`src/rtl/divisor_pkg.sv`:
```
// Shared types and helpers for the parametrised restoring divider.
package divisor_pkg;

  typedef enum logic [1:0] {
    IDLE = 2'd0,
    CALC = 2'd1,
    DONE = 2'd2
  } div_state_t;

  // Width of the step counter, which must hold WIDTH-1.
  function automatic int count_width(input int width);
    return (width < 2) ? 1 : $clog2(width);
  endfunction

endpackage

```
`src/rtl/restoring_step.sv`:
```
// One compare/subtract/restore iteration of the restoring division algorithm.
module restoring_step
  import divisor_pkg::*;
#(
  parameter int WIDTH = 8
) (
  input  logic [WIDTH-1:0] p_i,
  input  logic             d_msb_i,
  input  logic [WIDTH-1:0] b_i,
  output logic [WIDTH-1:0] p_o,
  output logic             q_bit_o
);

  logic [WIDTH:0] shifted_s;
  logic [WIDTH:0] trial_s;

  // The trial difference is WIDTH+1 bits wide. Whichever value is kept is below
  // the divisor, so the stored partial remainder needs only WIDTH bits.
  always_comb begin
    shifted_s = {p_i, d_msb_i};
    trial_s   = shifted_s - {1'b0, b_i};
    if (trial_s[WIDTH] == 1'b0) begin
      p_o     = trial_s[WIDTH-1:0];
      q_bit_o = 1'b1;
    end else begin
      p_o     = shifted_s[WIDTH-1:0];
      q_bit_o = 1'b0;
    end
  end

endmodule

```
`src/rtl/divisor_restoring_param.sv`:
```
// Sequential restoring divider producing one quotient bit per clock.
// Optional signed mode is enabled by defining DIVISOR_SIGNED_EN.
module divisor_restoring_param
  import divisor_pkg::*;
#(
  parameter int WIDTH = 8
) (
  input  logic             clk,
  input  logic             rst,
  input  logic             start,
  input  logic [WIDTH-1:0] A_in,
  input  logic [WIDTH-1:0] B_in,
`ifdef DIVISOR_SIGNED_EN
  input  logic             signed_op,
`endif
  output logic [WIDTH-1:0] Q,
  output logic [WIDTH-1:0] R,
  output logic             done,
  output logic             busy,
  output logic             div_zero
);

  localparam int             CW       = count_width(WIDTH);
  localparam logic [CW-1:0]  CNT_LAST = CW'(WIDTH - 1);
  localparam logic [CW-1:0]  CNT_ONE  = CW'(1);
  localparam logic [CW-1:0]  CNT_ZERO = {CW{1'b0}};
  localparam logic [WIDTH-1:0] ZERO_W = {WIDTH{1'b0}};
  localparam logic [WIDTH-1:0] ONES_W = {WIDTH{1'b1}};

  div_state_t       state_q, state_d;
  logic [CW-1:0]    count_q, count_d;
  logic [WIDTH-1:0] p_q, p_d;
  logic [WIDTH-1:0] d_q, d_d;
  logic [WIDTH-1:0] b_q, b_d;
  logic [WIDTH-1:0] q_q, q_d;
  logic [WIDTH-1:0] r_q, r_d;
  logic             done_q, done_d;
  logic             busy_q, busy_d;
  logic             dz_q, dz_d;

  logic             accept_s;
  logic [WIDTH-1:0] a_mag_s;
  logic [WIDTH-1:0] b_mag_s;
  logic [WIDTH-1:0] step_p_s;
  logic             step_q_bit_s;
  logic [WIDTH-1:0] q_raw_s;
  logic [WIDTH-1:0] q_res_s;
  logic [WIDTH-1:0] r_res_s;

  assign accept_s = (state_q == IDLE) && start;

  restoring_step #(
    .WIDTH (WIDTH)
  ) u_step (
    .p_i     (p_q),
    .d_msb_i (d_q[WIDTH-1]),
    .b_i     (b_q),
    .p_o     (step_p_s),
    .q_bit_o (step_q_bit_s)
  );

  assign q_raw_s = {d_q[WIDTH-2:0], step_q_bit_s};

`ifdef DIVISOR_SIGNED_EN
  logic a_neg_s;
  logic b_neg_s;
  logic neg_q_q;
  logic neg_r_q;

  // Magnitudes feed the unsigned core; the most negative value maps onto itself.
  always_comb begin
    a_neg_s = signed_op & A_in[WIDTH-1];
    b_neg_s = signed_op & B_in[WIDTH-1];
    a_mag_s = a_neg_s ? (ZERO_W - A_in) : A_in;
    b_mag_s = b_neg_s ? (ZERO_W - B_in) : B_in;
  end

  // Sign-fix flags captured with the operands.
  always_ff @(posedge clk) begin
    if (!rst) begin
      neg_q_q <= 1'b0;
      neg_r_q <= 1'b0;
    end else if (accept_s) begin
      neg_q_q <= a_neg_s ^ b_neg_s;
      neg_r_q <= a_neg_s;
    end else begin
      neg_q_q <= neg_q_q;
      neg_r_q <= neg_r_q;
    end
  end

  // Sign correction folded into the final step so no extra cycle is needed.
  always_comb begin
    q_res_s = neg_q_q ? (ZERO_W - q_raw_s) : q_raw_s;
    r_res_s = neg_r_q ? (ZERO_W - step_p_s) : step_p_s;
  end
`else
  // Unsigned only: operands feed the core unchanged.
  always_comb begin
    a_mag_s = A_in;
    b_mag_s = B_in;
    q_res_s = q_raw_s;
    r_res_s = step_p_s;
  end
`endif

  // Next-state and datapath control.
  always_comb begin
    state_d = state_q;
    count_d = count_q;
    p_d     = p_q;
    d_d     = d_q;
    b_d     = b_q;
    q_d     = q_q;
    r_d     = r_q;
    dz_d    = dz_q;
    done_d  = 1'b0;
    case (state_q)
      IDLE: begin
        if (start) begin
          if (B_in == ZERO_W) begin
            state_d = DONE;
            q_d     = ONES_W;
            r_d     = A_in;
            dz_d    = 1'b1;
            done_d  = 1'b1;
          end else begin
            state_d = CALC;
            count_d = CNT_LAST;
            p_d     = ZERO_W;
            d_d     = a_mag_s;
            b_d     = b_mag_s;
          end
        end else begin
          state_d = IDLE;
        end
      end
      CALC: begin
        p_d = step_p_s;
        d_d = q_raw_s;
        if (count_q == CNT_ZERO) begin
          state_d = DONE;
          q_d     = q_res_s;
          r_d     = r_res_s;
          dz_d    = 1'b0;
          done_d  = 1'b1;
        end else begin
          count_d = count_q - CNT_ONE;
        end
      end
      DONE: begin
        state_d = IDLE;
      end
      default: begin
        state_d = IDLE;
      end
    endcase
    busy_d = (state_d != IDLE);
  end

  // State and result registers.
  always_ff @(posedge clk) begin
    if (!rst) begin
      state_q <= IDLE;
      count_q <= CNT_ZERO;
      p_q     <= ZERO_W;
      d_q     <= ZERO_W;
      b_q     <= ZERO_W;
      q_q     <= ZERO_W;
      r_q     <= ZERO_W;
      done_q  <= 1'b0;
      busy_q  <= 1'b0;
      dz_q    <= 1'b0;
    end else begin
      state_q <= state_d;
      count_q <= count_d;
      p_q     <= p_d;
      d_q     <= d_d;
      b_q     <= b_d;
      q_q     <= q_d;
      r_q     <= r_d;
      done_q  <= done_d;
      busy_q  <= busy_d;
      dz_q    <= dz_d;
    end
  end

  assign Q        = q_q;
  assign R        = r_q;
  assign done     = done_q;
  assign busy     = busy_q;
  assign div_zero = dz_q;

endmodule

```
`config.mk`:
```
export PLATFORM = sky130hd
export DESIGN_NAME = divisor_restoring_param
export DESIGN_NICKNAME = d
export VERILOG_FILES = /design/src/rtl/divisor_pkg.sv /design/src/rtl/restoring_step.sv /design/src/rtl/divisor_restoring_param.sv
export SDC_FILE = /design/constraint.sdc
export NUM_CORES = 1
export LEC_CHECK = 0
export ABC_AREA = 1
export BUFFER_PORTS_ARGS = -buffer_cell sky130_fd_sc_hd__buf_2
export CORE_ASPECT_RATIO = 0.8
export CORE_MARGIN = 3
export CORE_UTILIZATION = 35
export CTS_CLUSTER_DIAMETER = 200
export DETAILED_ROUTE_END_ITERATION = 10
export GPL_ROUTABILITY_DRIVEN = 0
export MAX_ROUTING_LAYER = met4
export SYNTH_ARGS = -nofsm -noshare
export SYNTH_HDL_FRONTEND = slang
export SYNTH_HIERARCHICAL = 1
export SYNTH_SLANG_ARGS = --single-unit
```
`constraint.sdc`:
```
create_clock -name clk -period 3.4 [get_ports clk]
set_input_delay 0.68 -clock clk [delete_from_list [all_inputs] [get_ports clk]]
set_output_delay 0.68 -clock clk [all_outputs]
set_load 0.01 [all_outputs]
```
==> impl_metrics.tcl, run 1 <==
set metrics [dict create \
    drv_slew 0 \
    yosys.area.top_type_share 0.349 \
    seqPwrFrac 0.397 \
    hpwl_mm 4.77 \
    tns_ps 0 \
    core_area_um2 7500 \
    drc 0 \
    syn_inst 402 \
    intPower_w 0.00109 \
    ys.warnings.count 6 \
    switchingPower_w 0.000558 \
    path_cells "inv_1 > ha_1 > inv_1 > fa_1 > nand2_1 > nand2_1 > nand3_2 > nand2_2 > nand2_4 > nand2_8 > nand2_1 > nand2_1 > nand2_1 > nand2_1 > nor2_1 > nor2_1" \
    synth_area_um2 2750 \
    synth-xor-area-share 0.0127 \
    grt.busiest_layer "met2" \
    yosys.area_share.simple 0.378 \
    required_ps 3620 \
    drtAntennaViolNets 0 \
    cts_buffer_depth 2 \
    post_cts_resized 0 \
    rsz0062_at_grt "false" \
    post-route-min-period_ps 2090 \
    cpMostUsedCell "nand2_1" \
    async_reset_ff_frac 0 \
    ys_top_cells_by_count "nand2_1 (106), nor2_1 (62), inv_1 (56), dfxtp_1 (48), nand3_1 (21)" \
    fin_nets 466 \
    grt_max_degree 28 \
    cp.arrival_ps 2310 \
    synth_cell_type_count 35 \
    drt-wirelength-per-cell_um 11.7 \
    die_x_um 105 \
    multiInputGateArea_um2 1480 \
    cp_max_fo 10 \
    worst_pin_slew_ps 476 \
    hold_class "flip-flop to flip-flop" \
    power.share.clock 0.311 \
    fmax_mhz 479 \
    initial_core_util 0.367 \
    synth_fp_nets 432 \
    std_cell_rows 28 \
    fillers 842 \
    worst_hold_slack_ps 470 \
    p_per_area_nw_per_um2 525 \
    synth-compound-area-share 0.0946 \
    clk_pin_slew_ps 100 \
    setup_viol 0 \
    fp.dieH_um 85.3 \
    total_power_w 0.00165 \
    yosysMostFrequentCell "nand2_1" \
    period_share 0.614 \
    status "finished clean" \
    synth_top_family_by_area "simple AND/OR/NAND/NOR gates" \
    numCtsBuffers 5 \
    worst_setup_path_start_kind "flip-flop" \
    ff_latch_area_um2 961 \
    cts_hold_buf 0 \
    vias 2474 \
    synth_flop_cell "dfxtp_1" \
    cap_violations 0 \
    p_comb_frac 0.292 \
    synth-seq-area-share 0.349 \
    cts_sinks 48 \
    ys_ff_latch 48 \
    gr-usage-met1 0.213 \
    die_area_um2 8960 \
    fin_skew_ps 9.66 \
    antenna_cells 0 \
    yosysTopAreaCell "dfxtp_1" \
    p_leak_nw 1.72 \
    insertion_delay_ps 320 \
    swShare 0.339 \
    drt_pass1_iterations 4 \
    htree_num_levels 2 \
    avgSynthCellArea_um2 6.84 \
    synth_edf_count 0 \
    portBuffers 37 \
    synth.area.mux_share 0 \
    grt_antenna_before_repair 0 \
    slew_headroom 0.681 \
    wirelength_mm 6.33 \
    cp_top_family "simple AND/OR/NAND/NOR gates" \
    cts_tree "done" \
    root_buffer "clkbuf_8" \
    crit_slowest_cell "fa_1" \
    hold_viol 0 \
    viasPerCell 4.56 \
    slowest_delay_ps 400 \
    gr-total-overflow 0 \
    synthToLayoutAreaGrowth_pct 14.0 \
    peakVddDrop_mv 0.182 \
    end_kind "flip-flop" \
    track_usage 0.155 \
    gr-usage-met2 0.231 \
    met3_usage 0.0297 \
    worstSetupPathType "flip-flop to flip-flop" \
    drt-initial-drc-count 123 \
    post-cts-setup-buffers 0 \
    grt_pass1_wl_mm 11.0 \
    path_buf_inv 2 \
    synth_fa_ha_area_frac 0.0528 \
    synth_area_leaders "dfxtp_1 (35%), nand2_1 (14%), nor2_1 (8.5%)" \
    num_io_pins 38 \
    grt_pass1_vias 2330 \
    drive_gt1_frac 0.167 \
]
-- cell usage in the layout (no fill, tap or decap), types with 10 or more instances in the layout --
master | Yosys | routed
nand2_1 | 106 | 106
nor2_1 | 62 | 62
inv_1 | 56 | 56
dfxtp_1 | 48 | 48
buf_2 | 2 | 37
nand3_1 | 21 | 21
o21bai_1 | 10 | 10
o21ai_0 | 10 | 10
a21oi_1 | 10 | 10
ha_1 | 10 | 10
-- layout make-up --
class	count	share of cell area
Timing Repair Buffer	38	0.0615
Clock inverter	3	0.0220
Inverter	61	0.0739
Tap cell	105	0.0419
Sequential cell	48	0.307
Clock buffer	5	0.0220
Multi-Input combinational cell	282	0.472
-- power groups by stage --
stage	logic (W)	registers [W]	clock network [W]
after global placement	0.000479	0.000666	0
after floorplan	0.000378	0.000667	0
after CTS	0.000484	0.000654	0.000523
after global routing	0.000555	0.000662	0.000542
after detailed placement	0.000481	0.000667	0
final	0.000481	0.000654	0.000513
-- metrics by stage --
| step | cell area (um^2) | setup WS [ps] | instances | utilization |
|---|---|---|---|---|
| after floorplan | 2750 | 1510 | 402 | - |
| after global placement | 3000 | 1360 | 534 | 0.400 |
| after detailed placement | 3000 | 1320 | 534 | 0.400 |
| after CTS | 3130 | 1310 | 542 | 0.418 |
| after global routing | 3130 | 1050 | 542 | 0.418 |
| final | 3130 | 1310 | 542 | 0.418 |
-- logic make-up after synthesis --
logic type	count (synthesis)
fa+ha+maj	11
buf+inv	72
xor+xnor	4
compound gates	41
flops	48
simple gates	226
-- worst register-to-register path, cell delays in order (launching register included) --
cell and delay [ps]:
dfxtp_1 330, inv_1 50, ha_1 120, inv_1 50, fa_1 400, nand2_1 80, nand2_1 90, nand3_2 130
nand2_2 80, nand2_4 140, nand2_8 90, nand2_1 60, nand2_1 50, nand2_1 90, nand2_1 80, nor2_1 110
nor2_1 50
-- path summary, 6_finish.rpt --
kind                            start                 to  cells past startpoint  slack (ps)
setup / recovery  d_q[7]$_SDFFE_PN0P_  R[2]$_SDFFE_PN0P_                     16        1310
hold / removal      Q[3]$_SDFFE_PN0P_  Q[3]$_SDFFE_PN0P_                      2         470
setup reg to reg  d_q[7]$_SDFFE_PN0P_  R[2]$_SDFFE_PN0P_                     16        1310
hold reg to reg     Q[3]$_SDFFE_PN0P_  Q[3]$_SDFFE_PN0P_                      2         470
-- registers in the layout (all words and copies together), names as in the netlist --
signal,count
count_q,3
busy,1
d_q,8
state_q,2
div_zero,1
b_q,8
done,1
Q,8
p_q,8
R,8
-- routing by layer --
| metal | up-vias | part of all wire |
|---|---|---|
| met5 | - | 0 |
| met4 | 0 | 0.014 |
| met3 | 9 | 0.047 |
| met2 | 42 | 0.43 |
| met1 | 1108 | 0.51 |
| li1 | 1315 | - |
No activity file was read; power rests on OpenSTA's default activity.
==> inputs of run 2 (changes only) <==
- clock period: 3.4 -> 2.1 ns (I/O delays scaled with it)
==> impl_metrics.tcl, run 2 (same netlist as run 1, synthesis figures left out) <==
set metrics [dict create \
    status "finished clean" \
    cp.arrival_ps 2280 \
    worstSetupPathType "flip-flop to flip-flop" \
    path_cells "inv_1 > ha_2 > inv_2 > fa_2 > nand2_2 > nand2_4 > nand3_4 > nand2_4 > nand2_8 > buf_4 > nand3_1 > nand2_1 > nand2_2 > nand2_1 > nor2_1 > nor2_1" \
    rsz0062_at_grt "true" \
    reg2reg_depth 16 \
    hold_class "input pin to flip-flop" \
    rr_startpoint "d_q[7]$_SDFFE_PN0P_" \
    dpl_worst_slack_ps 16.2 \
    slew_headroom 0.669 \
    grt_pass1_vias 2440 \
    vias 2605 \
    fin_skew_ps 5.13 \
    slowest_delay_ps 390 \
    min_path_cells 3 \
    reg2reg_slack_ps 70 \
    synthToLayoutAreaGrowth_pct 18.4 \
    hpwl_mm 4.92 \
    std_cell_rows 28 \
    gr-total-overflow 0 \
    initial_core_util 0.367 \
    setup_ws_ps 73.8 \
    min-delay-start "B_in[7]" \
    num_io_pins 38 \
    p_per_area_nw_per_um2 799 \
    setup_viol 0 \
    portBuffers 37 \
    drtAntennaViolNets 0 \
    drt-wirelength-per-cell_um 12.2 \
    grt_antenna_before_repair 0 \
    die_area_um2 8960 \
    drt-initial-drc-count 143 \
    htree_num_levels 2 \
    core_area_um2 7500 \
    fmax_mhz 494 \
    drive_gt1_frac 0.220 \
    fin_area_um2 3260 \
    path_buf_inv 3 \
    post-route-min-period_ps 2030 \
    mostFrequentLayoutCells "nand2_1 (98), nor2_1 (62), inv_1 (55), dfxtp_1 (46), buf_2 (37)" \
    final_common_cell "nand2_1" \
    viasPerCell 4.70 \
    track_usage 0.161 \
    period_share 0.965 \
    dpl_cell_area_um2 3030 \
    grt_pass1_wl_mm 11.5 \
    peakVddDrop_mv 0.334 \
    drv_slew 0 \
    numCtsBuffers 5 \
    die_x_um 105 \
    required_ps 2350 \
    end_kind "flip-flop" \
    crit_slowest_cell "fa_2" \
    grt_max_degree 28 \
    hold_viol 0 \
    fp.dieH_um 85.3 \
    wirelength_mm 6.74 \
    worst_pin_slew_ps 495 \
    worst_setup_path_start_kind "flip-flop" \
    cts_sinks 48 \
    clk_pin_slew_ps 90 \
    cts_tree "done" \
    fillers 810 \
    drc 0 \
    cts_buffer_depth 2 \
    r2r_end "R[4]$_SDFFE_PN0P_" \
    holdPathEnd "b_q[7]$_SDFFE_PN0P_" \
    cp_top_family "simple AND/OR/NAND/NOR gates" \
    root_buffer "clkbuf_8" \
    drt_pass1_iterations 4 \
    antenna_cells 0 \
    cap_violations 0 \
    p_leak_nw 1.76 \
    fin_nets 478 \
    insertion_delay_ps 310 \
    cp_max_fo 5 \
]
## run 2: cell types whose count changed in the layout (fill, tap and decap cells not counted), moves of 2 or more
cell       change
buf_4          +8
nand2_1        -8
nand2_2        +6
buf_6          +2
bufinv_16      -2
dfxtp_1        -2
dfxtp_2        +2
nand2_4        +2
## run 2: how the worst max path moves through the flow
| stage | start | to | slack, ps | cells after the start |
|---|---|---|---|---|
| after global routing | d_q[7]$_SDFFE_PN0P_ | R[2]$_SDFFE_PN0P_ | -50 | 15 |
| after CTS | d_q[7]$_SDFFE_PN0P_ | R[7]$_SDFFE_PN0P_ | 20 | 16 |
| after floorplan | d_q[7]$_SDFFE_PN0P_ | R[7]$_SDFFE_PN0P_ | 210 | 16 |
| after detailed placement | d_q[7]$_SDFFE_PN0P_ | R[7]$_SDFFE_PN0P_ | 20 | 16 |
| after global placement | d_q[7]$_SDFFE_PN0P_ | R[2]$_SDFFE_PN0P_ | 80 | 16 |
| final | d_q[7]$_SDFFE_PN0P_ | R[4]$_SDFFE_PN0P_ | 70 | 16 |
## run 2: per-layer routing
layer  GRT usage  routed length (um)  up-vias
li1            -                   -     1341
met1       0.221                3220     1168
met2       0.238                2940       80
met3      0.0289                 418       16
met4      0.0560                 155        0
met5           -                   0        -
## run 2: layout make-up
class	count	area (um^2)	area share
Sequential cell	48	963	0.296
Timing Repair Buffer	48	275	0.0846
Clock inverter	2	13.8	0.00423
Multi-Input combinational cell	284	1560	0.478
Clock buffer	6	82.6	0.0254
Inverter	61	231	0.0711
Tap cell	105	131	0.0404
## run 2: worst register-to-register path, cell delays in order (launching register included)
cell and delay, ps:
dfxtp_2 330, inv_1 50, ha_2 160, inv_2 50, fa_2 390, nand2_2 90, nand2_4 70, nand3_4 130
nand2_4 80, nand2_8 100, buf_4 130, nand3_1 70, nand2_1 100, nand2_2 60, nand2_1 70, nor2_1 40
nor2_1 80
## run 2: timing repair
item | CTS | global route
cloned | 0 | 2
setup endpoints to repair | 2 | 18
endpoints found under the hold margin | 0 | 0
hold buffers | 0 | 0
buffers inserted | 3 | 3
resized for setup | 0 | 21
pin swaps | 1 | 22
## run 2: per-stage QoR
stage | util | std cells | setup TNS, ps | hold slack (ps) | total power (W)
floorplan | - | 402 | 0 | 436 | 0.00169
global placement | 0.404 | 538 | 0 | 443 | 0.00187
detailed placement | 0.404 | 538 | 0 | 450 | 0.00188
CTS | 0.420 | 549 | 0 | 377 | 0.00251
global route | 0.434 | 554 | -314 | 386 | 0.00278
finish | 0.434 | 554 | 0 | 377 | 0.00260
## run 2: power breakdown
part | leakage [nW] | total [W] | switching (W) | internal (W)
clock | 0.0516 | 0.000607 | 0.000337 | 0.000270
sequential | 0.394 | 0.00105 | 0.0000524 | 0.00100
combinational | 1.31 | 0.000940 | 0.000577 | 0.000363
